--- config.mk ---
export PLATFORM = sky130hd
export DESIGN_NAME = ps2_scancode_decoder
export DESIGN_NICKNAME = d
export VERILOG_FILES = /design/src/rtl/ps2_pkg.sv /design/src/rtl/ps2_ascii_rom.sv /design/src/rtl/ps2_scancode_decoder.sv
export SDC_FILE = /design/constraint.sdc
export NUM_CORES = 1
export LEC_CHECK = 0
export CORE_MARGIN = 1.5
export CORE_UTILIZATION = 30
export DETAILED_ROUTE_END_ITERATION = 10
export DONT_BUFFER_PORTS = 1
export GPL_TIMING_DRIVEN = 0
export PLACE_DENSITY_LB_ADDON = 0.12
export SYNTH_ARGS = -nofsm -noshare
export SYNTH_HDL_FRONTEND = slang
export SYNTH_SLANG_ARGS = --single-unit
--- constraint.sdc ---
create_clock -name clk -period 1.8 [get_ports clk]
set_input_delay 0.36 -clock clk [delete_from_list [all_inputs] [get_ports clk]]
set_output_delay 0.36 -clock clk [all_outputs]
set_load 0.05 [all_outputs]
--- src/rtl/ps2_pkg.sv ---
// Shared constants and the prefix FSM state type for the PS/2 scan-code decoder.
package ps2_pkg;

  localparam int PS2_BYTE_W = 8;

  localparam logic [PS2_BYTE_W-1:0] PS2_PFX_EXT = 8'hE0;
  localparam logic [PS2_BYTE_W-1:0] PS2_PFX_BRK = 8'hF0;

  typedef enum logic [1:0] {
    S_BASE   = 2'd0,
    S_EXT    = 2'd1,
    S_BRK    = 2'd2,
    S_EXTBRK = 2'd3
  } ps2_state_t;

endpackage

--- src/rtl/ps2_ascii_rom.sv ---
// Combinational scan-code set 2 to ASCII table (lower-case letters, digits,
// space, enter, backspace). Unmapped codes return 0.
module ps2_ascii_rom
  import ps2_pkg::*;
(
  input  logic [PS2_BYTE_W-1:0] code,
  output logic [PS2_BYTE_W-1:0] ascii
);

  // Plain lookup table; anything not listed is not a printable key.
  always_comb begin
    ascii = 8'h00;
    case (code)
      8'h1C: ascii = 8'h61;
      8'h32: ascii = 8'h62;
      8'h21: ascii = 8'h63;
      8'h23: ascii = 8'h64;
      8'h24: ascii = 8'h65;
      8'h2B: ascii = 8'h66;
      8'h34: ascii = 8'h67;
      8'h33: ascii = 8'h68;
      8'h43: ascii = 8'h69;
      8'h3B: ascii = 8'h6A;
      8'h42: ascii = 8'h6B;
      8'h4B: ascii = 8'h6C;
      8'h3A: ascii = 8'h6D;
      8'h31: ascii = 8'h6E;
      8'h44: ascii = 8'h6F;
      8'h4D: ascii = 8'h70;
      8'h15: ascii = 8'h71;
      8'h2D: ascii = 8'h72;
      8'h1B: ascii = 8'h73;
      8'h2C: ascii = 8'h74;
      8'h3C: ascii = 8'h75;
      8'h2A: ascii = 8'h76;
      8'h1D: ascii = 8'h77;
      8'h22: ascii = 8'h78;
      8'h35: ascii = 8'h79;
      8'h1A: ascii = 8'h7A;
      8'h45: ascii = 8'h30;
      8'h16: ascii = 8'h31;
      8'h1E: ascii = 8'h32;
      8'h26: ascii = 8'h33;
      8'h25: ascii = 8'h34;
      8'h2E: ascii = 8'h35;
      8'h36: ascii = 8'h36;
      8'h3D: ascii = 8'h37;
      8'h3E: ascii = 8'h38;
      8'h46: ascii = 8'h39;
      8'h29: ascii = 8'h20;
      8'h5A: ascii = 8'h0D;
      8'h66: ascii = 8'h08;
      default: ascii = 8'h00;
    endcase
  end

endmodule

--- src/rtl/ps2_scancode_decoder.sv ---
// PS/2 scan-code set 2 decoder: pops bytes from the keyboard FIFO, strips the
// E0/F0 prefixes, tracks the held key and counts new presses.
// Optional feature: define PS2_ASCII_EN to register an ASCII translation of
// the held key on key_ascii; otherwise key_ascii is constant 0.
module ps2_scancode_decoder
  import ps2_pkg::*;
#(
  parameter int CNT_W        = 8,
  parameter int COUNT_REPEAT = 0
) (
  input  logic                  clk,
  input  logic                  rst,
  input  logic [PS2_BYTE_W-1:0] ps2_data,
  input  logic                  ps2_ready,
  input  logic                  ps2_overflow,
  output logic                  ps2_nextdata_n,
  output logic [PS2_BYTE_W-1:0] key_code,
  output logic                  key_ext,
  output logic                  key_held,
  output logic [PS2_BYTE_W-1:0] key_ascii,
  output logic                  make_pulse,
  output logic                  break_pulse,
  output logic [CNT_W-1:0]      press_cnt,
  output logic                  ovf_seen
);

  ps2_state_t state;
  logic       accept;
  logic       dec_make;
  logic       dec_brk;
  logic       dec_ext;
  logic       same_key;

  // A byte is taken only while no pop is in flight, so each byte is popped once.
  assign accept = ps2_ready && ps2_nextdata_n;

  // Classify the accepted byte given the prefix state; an overflow cycle discards it.
  always_comb begin
    dec_make = 1'b0;
    dec_brk  = 1'b0;
    dec_ext  = 1'b0;
    if (accept && !ps2_overflow) begin
      case (state)
        S_BASE: begin
          if (ps2_data != PS2_PFX_EXT && ps2_data != PS2_PFX_BRK) dec_make = 1'b1;
        end
        S_EXT: begin
          dec_ext = 1'b1;
          if (ps2_data != PS2_PFX_EXT && ps2_data != PS2_PFX_BRK) dec_make = 1'b1;
        end
        S_BRK: dec_brk = 1'b1;
        S_EXTBRK: begin
          dec_brk = 1'b1;
          dec_ext = 1'b1;
        end
        default: ;
      endcase
    end
    same_key = key_held && (key_code == ps2_data) && (key_ext == dec_ext);
  end

  // Prefix FSM, pop strobe, held-key tracking, pulses and press counter.
  always_ff @(posedge clk or posedge rst) begin
    if (rst) begin
      state          <= S_BASE;
      ps2_nextdata_n <= 1'b1;
      key_code       <= '0;
      key_ext        <= 1'b0;
      key_held       <= 1'b0;
      make_pulse     <= 1'b0;
      break_pulse    <= 1'b0;
      press_cnt      <= '0;
      ovf_seen       <= 1'b0;
    end else begin
      ps2_nextdata_n <= !accept;
      make_pulse     <= 1'b0;
      break_pulse    <= 1'b0;
      ovf_seen       <= ovf_seen | ps2_overflow;

      if (ps2_overflow) begin
        state <= S_BASE;
      end else if (accept) begin
        case (state)
          S_BASE: begin
            if (ps2_data == PS2_PFX_EXT)      state <= S_EXT;
            else if (ps2_data == PS2_PFX_BRK) state <= S_BRK;
          end
          S_EXT: begin
            if (ps2_data == PS2_PFX_BRK)      state <= S_EXTBRK;
            else if (ps2_data != PS2_PFX_EXT) state <= S_BASE;
          end
          default: state <= S_BASE;
        endcase
      end

      if (dec_make) begin
        make_pulse <= 1'b1;
        if (same_key) begin
          if (COUNT_REPEAT != 0) press_cnt <= press_cnt + CNT_W'(1);
        end else begin
          key_code  <= ps2_data;
          key_ext   <= dec_ext;
          key_held  <= 1'b1;
          press_cnt <= press_cnt + CNT_W'(1);
        end
      end

      if (dec_brk && same_key) begin
        key_held    <= 1'b0;
        break_pulse <= 1'b1;
      end
    end
  end

`ifdef PS2_ASCII_EN
  logic [PS2_BYTE_W-1:0] rom_ascii;
  logic [PS2_BYTE_W-1:0] ascii_q;

  ps2_ascii_rom u_ascii_rom (
    .code  (ps2_data),
    .ascii (rom_ascii)
  );

  // Load the translation together with key_code; extended keys have no ASCII.
  always_ff @(posedge clk or posedge rst) begin
    if (rst) begin
      ascii_q <= '0;
    end else if (dec_make && !same_key) begin
      ascii_q <= dec_ext ? 8'h00 : rom_ascii;
    end
  end

  assign key_ascii = ascii_q;
`else
  assign key_ascii = 8'h00;
`endif

endmodule

# == Yosys cells after proc, flatten, opt, wreduce, memory -nomap -nowiden ==
# Cells that the tools add are included.
# classes
n_addsub,1
eq_ne,12
mux,19
bitwise_logic,2
reduce_logical,17
# op_table
op,n
equality test 8 bit (second input constant),2
inequality test 8 bit (second input constant),2
two-way mux 1 bit,12
two-way mux 2 bit,6
adder 8 x 1 -> 8 bit (second input constant),1
equality test 8 bit,1
inequality test 4 bit (second input constant),2
logical AND 1 bit,6
OR reduction 2 bit,3
equality test 2 bit (second input constant),2
one-hot mux 2 bit (2 select lines),1
AND reduction 2 bit,2
nonzero test 2 bit,2
AND reduction 3 bit,1
equality test 2 x 1 -> 1 bit (second input constant),1
zero test 1 bit,2
zero test 2 bit,1
inequality test 2 x 1 -> 1 bit (second input constant),1
equality test 1 bit,1
inverter 1 bit,1
bitwise OR 1 bit,1
# word_totals
ff_bits,24
in_bits,12
out_inout_bits,30
word_cells,60

# == Depth between registers and ports, before layout ==
# Gate-level depths: netlist of the first run.
# depth
depth_word,9
ltp_mapped,6
mapped_depth_nobuf,5

# == Least setup slack after synthesis of the first run ==
# No wires, ideal clock.
# synth_path
path_kind,register -> register
start,register ps2_nextdata_n
end,register key_code[0]
setup_time_ns,0.125
t_arrival_ns,2.079
t_required_ns,1.675
setup_slack_ns,-0.404
stages_incl_launch_ff,6
n_path_buf,0
cell_sequence,dfstp_2 -> nand4b_1 -> xnor2_1 -> nor4b_4 -> nor2_8 -> mux2_4
# synth_between
elab_chain_len,7
elab_cells_between_ends,8
cone_classes,1 x eq/ne; 2 x mux; 1 x bitwise; 4 x reduce/logical
# synth_lines
element,line_no,source
"start, declared",ps2_scancode_decoder.sv:16,"output logic ps2_nextdata_n,"
"start signal, assigned",ps2_scancode_decoder.sv:75,ps2_nextdata_n <= !accept;
logical AND 1 bit *,ps2_scancode_decoder.sv:35,assign accept = ps2_ready && ps2_nextdata_n;
logical AND 1 bit *,ps2_scancode_decoder.sv:42,if (accept && !ps2_overflow) begin
two-way mux 1 bit,ps2_scancode_decoder.sv:42,
equality test 1 bit,ps2_scancode_decoder.sv:59,same_key = key_held && (key_code == ps2_data) && (key_ext == dec_ext);
logical AND 1 bit,ps2_scancode_decoder.sv:59,
inverter 1 bit (no line),n/a,
AND reduction 2 bit (no line) *,n/a,
"end signal, assigned",ps2_scancode_decoder.sv:101,key_code <= ps2_data;
"end, declared",ps2_scancode_decoder.sv:17,"output logic [PS2_BYTE_W-1:0] key_code,"
# Mark *: on every way between the ends. The rest lies on a longest branch, timed or not.
# A chain may end at the register's enable or synchronous reset.

# == Worst setup path after layout of the first run ==
# layout_path
start,register ps2_nextdata_n
end,register key_code[5]
# The elaborated chain is that of the path after synthesis.

==> results by stage, run 1 <==
Outcome:
- The run finished, with violations left.
- The checks that failed: negative setup slack.

Placement:
- The routability congestion estimate is slightly above 0.6.
- The placed cell area is between 1000 and 1500 µm².
- During placement, the flow inserted port buffers numbering 0.
- After detailed placement, the design holds a cell count of 157.
- The detailed-placement wirelength estimate is 1717 µm.

CTS:
- CTS saw 24 sinks.
- The clock latency on the worst-skew pair is 270 ps.
- The CTS tree is built.
- The clock tree buffer depth is 2.
- The tree is rooted in a sky130_fd_sc_hd__clkbuf_8.
- The H-tree level count is 1.
- The number of buffers created by CTS is 3.
- The clock-pin slew of the registers on the worst-case setup and hold paths is 90 ps.

Finish:
- Once layout is complete, the utilization of the core stands at 0.3772.
- The finished layout holds 167 standard cells, fillers aside.
- The library cells used most frequently in the layout, excluding fill and tap cells, are sky130_fd_sc_hd__dfrtp_1, sky130_fd_sc_hd__buf_4, sky130_fd_sc_hd__xor2_1, sky130_fd_sc_hd__mux2_4, sky130_fd_sc_hd__conb_1.
- Of the cells placed in the final design, the portion with a size suffix greater than 1 is 0.3932.
- The final antenna diode count is 0.
- The library cell used most frequently in the layout, excluding fill and tap cells, is sky130_fd_sc_hd__dfrtp_1.
- The area growth from synthesis to layout is 20.84%.
- After routing the design area is 1509 µm².
- After the last flow step, the layout net total stands at 131.

Yosys:
- The Yosys step of the flow raised 0 warnings.
- The number of distinct library cell variants in the gate-level netlist after synthesis is 31.
- After synthesis the cells add up to around 1200 µm².
- The number of enable flip-flop cells after synthesis is 0.
- For this run, asynchronously set or reset flops after synthesis account for 1.000.
- sky130_fd_sc_hd__dfrtp_1 takes more of the synthesized area than any other cell.
- The most used flip-flop cell after synthesis is sky130_fd_sc_hd__dfrtp_1.
- The post-synthesis area per instance is about 12 µm².
- Synthesis handed over a netlist of 100 instances.
- The share of synthesized area in the top cell type comes to 0.4609.
- Of the synthesized area, sequential elements account for 0.4820.
- Synthesis inferred 24 register bits.
- After synthesis, the cell types taking the most area are sky130_fd_sc_hd__dfrtp_1, sky130_fd_sc_hd__mux2_4, sky130_fd_sc_hd__xor2_1.

Routing:
- The detailed-router iteration count before antenna repair is 4.
- The sum of routed wire length over all layers is 2465 µm.
- The count of nets left with antenna violations once routing finished came out at 0.
- The post-detailed-route DRC marker count is 0.
- The number of vias per cell is 4.599.
- The number of DRC violations after detailed-routing iteration 0 is 12.
- Dividing the detail-routed wire length by the instance count gives about 15 µm.
- The final route contains 768 vias.

STA:
- Setup repair after global routing could not meet its margin everywhere.
- The shortest clock period the worst path allows after layout is 2058 ps.
- The aggregate negative setup slack is -4079 ps.
- In this run the tightest slew margin relative to its limit is 0.3786.
- The maximum clock frequency is approximately 0.49 GHz.
- The count of pins over their slew limit came to 0.
- In the post-route analysis, the smallest setup slack over all paths is -258.4 ps.
- The number of hold-slack violations in the final timing report was 0.
- The final worst-path cycle share is 1.144.
- The count of final setup violators is 19.
- Between clock sinks in the finished design, the worst skew comes to just over 3 ps.
- At the pin with the least slew margin, the transition time is ~930 ps.

Worst hold path:
- The class of the tightest hold or removal check is input pin to register.

Global route:
- The number of antenna violations at the first check in global routing is 0.
- The first global-routing pass estimated 4146 µm of wire.
- Across every metal layer, demand over resource in global routing totals 0.1236.
- The via count of the first global-routing pass came to 843.
- The largest net degree at the start of global routing is 25.
- The total overflow reported by the global router is 0.

Die:
- The number of ports placed on the die boundary is 42.
- The x dimension of the die is 67.52 µm.
- The effective utilization at floorplan is 0.3122.
- The region available for standard cell placement spans approximately 4000 µm².
- The die covers 4558 µm².
- The floorplan has 23 rows.
- The die span in y is 67.52 µm.

Flow run:
- The tool flagged a number of max-cap violations equal to 0.

Setup path:
- The arrival time at the worst endpoint is 2220 ps.
- The worst setup path is captured at a register.
- STA classifies the critical path startpoint as a register.
- The kind of critical path is register to register.
- The maximum net fanout on the critical path is 5.
- Data on the critical path is required at its endpoint by 1960 ps.

Power:
- The peak ir drop on the vdd network is 609.7 µV.
- In this run the static leakage power is between 0.6 and 0.7 nW.
- Power spread over the standard cell area amounts to about 1200 nW/µm².
## cell usage after synthesis (2+ instances only)
cell / number
sky130_fd_sc_hd__nor3_1: 3
sky130_fd_sc_hd__nand2_1: 6
sky130_fd_sc_hd__nor2_1: 5
sky130_fd_sc_hd__nor4b_1: 2
sky130_fd_sc_hd__inv_1: 4
sky130_fd_sc_hd__buf_4: 8
sky130_fd_sc_hd__dfrtp_1: 23
sky130_fd_sc_hd__xnor2_1: 7
sky130_fd_sc_hd__mux2_4: 9
sky130_fd_sc_hd__xor2_1: 9
sky130_fd_sc_hd__nand3_1: 3
sky130_fd_sc_hd__nor4_2: 2
## metal layers
| layer | vias to the layer above | GRT usage | wire [µm] |
|---|---|---|---|
| met5 | - | 0 | 0 |
| met4 | 0 | 0.02296 | 13 |
| met3 | 2 | 0.05000 | 193 |
| met2 | 30 | 0.2181 | 1271 |
| met1 | 373 | 0.1404 | 986 |
| li1 | 363 | - | - |
## worst paths after layout
check	start	end	slack [ps]	cells past startpoint
max	ps2_nextdata_n	key_code[5]	-260	6
min	ps2_overflow	state[1]	150	1
max reg2reg	ps2_nextdata_n	key_code[5]	-260	6
min reg2reg	state[1]	state[1]	560	2
max in group asynchronous	rst	key_code[6]	990	1
min in group asynchronous	rst	press_cnt[4]	180	1
## where the power goes
part           total, mW  switching (mW)  internal, mW
combinational      0.348           0.166         0.181
sequential          1.08           0.449         0.633
clock              0.370           0.175         0.195
total               1.80           0.791          1.01
## cell families after synthesis
group / after synthesis / synth area share
adder cells (fa/ha/maj): 1 / 0.01002
XOR/XNOR: 16 / 0.1122
other: 1 / 0.003003
flip-flops: 24 / 0.4820
multiplexers: 9 / 0.1082
buffers and inverters: 13 / 0.06914
AND/OR/NAND/NOR: 32 / 0.1924
AO/OA/AOI/OAI: 4 / 0.02305
## cell type report
type | count | area, µm²
fill | 398 | 2491
multi-input combinational | 71 | 644.4
tap | 50 | 62.56
inverter | 4 | 15.01
sequential | 24 | 611.8
clock buffer | 4 | 55.05
buffer | 9 | 75.07
timing repair buffer | 5 | 45.04
## worst max-delay path, cell delays in order (launching register included)
cell and delay (ps):
sky130_fd_sc_hd__dfstp_4 730, sky130_fd_sc_hd__nand4b_1 200, sky130_fd_sc_hd__xnor2_2 270, sky130_fd_sc_hd__nor4b_4 80, sky130_fd_sc_hd__buf_6 140, sky130_fd_sc_hd__nor2_4 200, sky130_fd_sc_hd__mux2_4 320
## registers in the layout (all words and copies together), names as in the netlist
register / flops
key_code: 8
press_cnt: 8
state: 2
break_pulse: 1
key_ext: 1
key_held: 1
make_pulse: 1
ovf_seen: 1
ps2_nextdata_n: 1
## repair_timing
action,4_1_cts,5_1_grt
pin swaps,0,1
hold buffers,0,0
resized for setup,12,4
cloned,1,0
setup buffers,4,1
setup endpoints to repair,18,20
## through the flow
stage	setup WS, ps	power, mW	hold WS (ps)
CTS	-281.7	1.821	138.7
detailed placement	-617.0	1.411	429.8
global placement	-600.1	1.403	427.8
floorplan	-404.3	1.347	373.9
finish	-258.4	1.800	148.3
global route	-362.9	1.905	133.4
Power figures use the tool's default switching activity.
==> inputs of run 2 (changes only) <==
TNS_END_PERCENT = 10   (was unset)
==> run 2 against run 1 <==
Critical path depth unchanged. Sequential share of layout area increased by 0.61 points. Hold slack improved by 4.2 ps. Critical endpoint unchanged. Sequential power about the same. Highest routed layer unchanged. The run still ends with negative setup slack left. Non-clock buffer count increased by 1. Largest cell class unchanged.
==> results by stage, run 2 (same netlist as run 1, synthesis figures left out) <==
CTS:
- The H-tree level count is 1.
- In this run, post-CTS hold repair placed 0 buffers.
- TritonCTS built the clock tree.
- The cell sitting at the root of the clock tree is a sky130_fd_sc_hd__clkbuf_8.
- The clock-pin slew of the registers on the worst-case setup and hold paths is 80 ps.
- For this design, the sink count on the clock tree is 24.
- The clock passes through at most 2 buffers.
- Buffers inserted during clock tree synthesis total 3.
- The clock latency on the worst-skew pair is between 200 and 300 ps.

Setup path:
- The worst setup path is captured at a register.
- Along the worst path, the maximum fanout reaches 5.
- The kind of critical path is register to register.
- Data arrives at the worst endpoint at 2220 ps.
- The endpoint required time on the critical path is around 2000 ps.
- The signal on the critical path passes through nand4b_1 -> xnor2_2 -> nor4b_4 -> buf_4 -> nor2_4 -> mux2_4.
- The endpoint of the worst-slack reg-to-reg timing path is key_code[5].
- The launch point of the worst reg-to-reg path is ps2_nextdata_n.
- The critical path's slowest cell is sky130_fd_sc_hd__dfstp_4.
- The worst setup path is launched from a register.
- Counting cells, the worst reg-to-reg path comes to 6.
- The largest delay contributor family on the critical path is flip-flops.
- In this design, the stage delay of the slowest critical-path cell is 730 ps.
- The setup slack of the most critical reg-to-reg path is -270 ps.
- Counting both buffers and inverters, the worst setup path holds a total of 1.

Routing:
- The post-detailed-route DRC marker count is 0.
- After detailed routing, the met3 layer carries ~210 µm of wire.
- The sum of routed wire length over all layers is 2409 µm.
- The number of vias per cell is 4.673.
- The detailed router put a total of approximately 1000 µm of wire on met1.
- The top layer used by detailed routing is met4.
- The wire length per cell after detailed routing is around 14 µm.
- In this run the remaining antenna-violating nets after routing total 0.
- Detailed routing inserted a total of 785 vias.
- The detailed-router iteration count before antenna repair is 4.
- Summed over all nets, wire length on met2 after detailed routing comes to around 1200 µm.
- The number of DRC violations after detailed-routing iteration 0 is 22.

Die:
- The die footprint is 4558 µm².
- The floorplan has 23 rows.
- The x dimension of the die is about 68 µm.
- The area of the core is 4000 µm².
- The number of ports placed on the die boundary is 42.
- The die span in y is 67.52 µm.
- For this configuration, the core starts out at a cell density of 0.3122.

Outcome:
- The checks that failed: negative setup slack.
- The run finished, with violations left.

STA:
- Derived from the worst setup path, the maximum achievable clock frequency is 0.4839 GHz.
- At the pin with the least slew margin, the transition time is 929.8 ps.
- Setup violations remaining at the end of the flow were counted as 18.
- Setup repair after global routing could not meet its margin everywhere.
- The setup skew after layout is 3.721 ps.
- The count of pins over their slew limit is 0.
- The final worst-path cycle share is 1.148.
- The worst-case setup margin in the final layout is -266.6 ps.
- The number of hold-slack violations in the final timing report is 0.
- The relative slew slack is 0.3795.
- The routed design could run at a clock period as short as 2067 ps.

Flow run:
- The max-capacitance violation count is 0.

Finish:
- The layout overhead on the synthesized area is 19.54%.
- Fill cells in the final layout number just over 400.
- The largest registers in the layout are key_code (8), press_cnt (8), state (2).
- The final antenna diode count is 0.
- The library cells used most frequently in the layout, excluding fill and tap cells, are sky130_fd_sc_hd__dfrtp_1, sky130_fd_sc_hd__buf_4, sky130_fd_sc_hd__xor2_1, sky130_fd_sc_hd__mux2_4, sky130_fd_sc_hd__conb_1.
- Leaving out fill and tap cells, the most frequent cell in the layout is sky130_fd_sc_hd__dfrtp_1.
- The share of final-layout standard cells stronger than drive strength 1 is 0.3983.
- The count of nets after finishing is 132.
- Leaving out filler cells and counting taps, the final layout contains 168.
- At the end of the flow the core is filled with cells to 0.3732.

Global route:
- The overall track demand over capacity in global routing is 0.1160.
- The first-pass GRT wire length is 3836 µm.
- The total overflow reported by the global router is 0.
- The via count of the first global-routing pass is 790.
- The number of antenna violations at the first check in global routing is 0.
- Entering global routing, the biggest net connects 25 pins.

Power:
- The worst-case IR drop observed on VDD is 582.5 µV.
- Summed over all cells, the static leakage comes to 0.6735 nW.
- The total power is 1.747 mW.
- The ratio of total power to cell area is between 1000 and 1500 nW/µm².

Placement:
- The routability congestion estimate is 0.6536.
- The number of buffers added on ports is 0.
- The detailed-placement wirelength estimate is about 1700 µm.
- After detailed placement, the design holds a cell count of 157.

Worst hold path:
- The hold path startpoint is ps2_overflow.
- The class of the tightest hold or removal check is input pin to register.
- The worst hold path terminates at state[1].
- Counting instances, the worst hold path has a depth of 1.
## run 2: worst max path at each step
stage	cells after the start	end	start
5_1_grt	6	key_code[4]	ps2_nextdata_n
4_1_cts	6	key_code[3]	ps2_nextdata_n
3_5_place_dp	5	key_code[3]	ps2_nextdata_n
6_report	6	key_code[5]	ps2_nextdata_n
3_3_place_gp	5	key_code[7]	ps2_nextdata_n
2_1_floorplan	5	key_code[0]	ps2_nextdata_n
## run 2: cell type report
| type | count | area, µm² | share of cell area |
|---|---|---|---|
| Sequential cell | 24 | 614.3 | 0.4116 |
| Timing Repair Buffer | 6 | 61.31 | 0.04107 |
| Inverter | 4 | 15.01 | 0.01006 |
| Buffer | 9 | 71.32 | 0.04778 |
| Tap cell | 50 | 62.56 | 0.04191 |
| Multi-Input combinational cell | 71 | 623.1 | 0.4174 |
| Clock buffer | 4 | 45.04 | 0.03018 |
## run 2: what timing repair did
item | CTS | global route
setup endpoints to repair | 18 | 19
cloned | 1 | 0
setup buffers | 5 | 2
gates resized for setup | 3 | 10
pin swaps | 6 | 4
## run 2: report_power, final
part / internal [mW] / switching (mW)
logic: 0.181 / 0.158
registers: 0.635 / 0.450
clock network: 0.158 / 0.166
total: 0.974 / 0.774
## run 2: worst reg2reg max path, delay by kind of cell, from the launching register on
family | cells | cell delay [ps]
XOR/XNOR | 1 | 260
buffers and inverters | 1 | 150
flip-flops | 1 | 730
multiplexers | 1 | 330
AND/OR/NAND/NOR | 3 | 480
## run 2: metal layers
layer  GRT usage  vias to the layer above
met5           0                        -
li1            -                      365
met2      0.1814                       32
met1      0.1429                      386
met3     0.05500                        2
met4     0.03061                        0
## run 2: through the flow
| step | worst slack, ps | setup TNS, ps | hold WS [ps] | area, µm² |
|---|---|---|---|---|
| after global placement | -599.2 | -8735 | 428.0 | 1338 |
| after floorplan | -404.3 | -5567 | 373.9 | 1275 |
| after global routing | -344.2 | -5730 | 133.2 | 1493 |
| after detailed placement | -634.0 | -9291 | 429.3 | 1338 |
| after CTS | -325.1 | -4998 | 142.2 | 1456 |
| final | -266.6 | -4079 | 152.5 | 1493 |
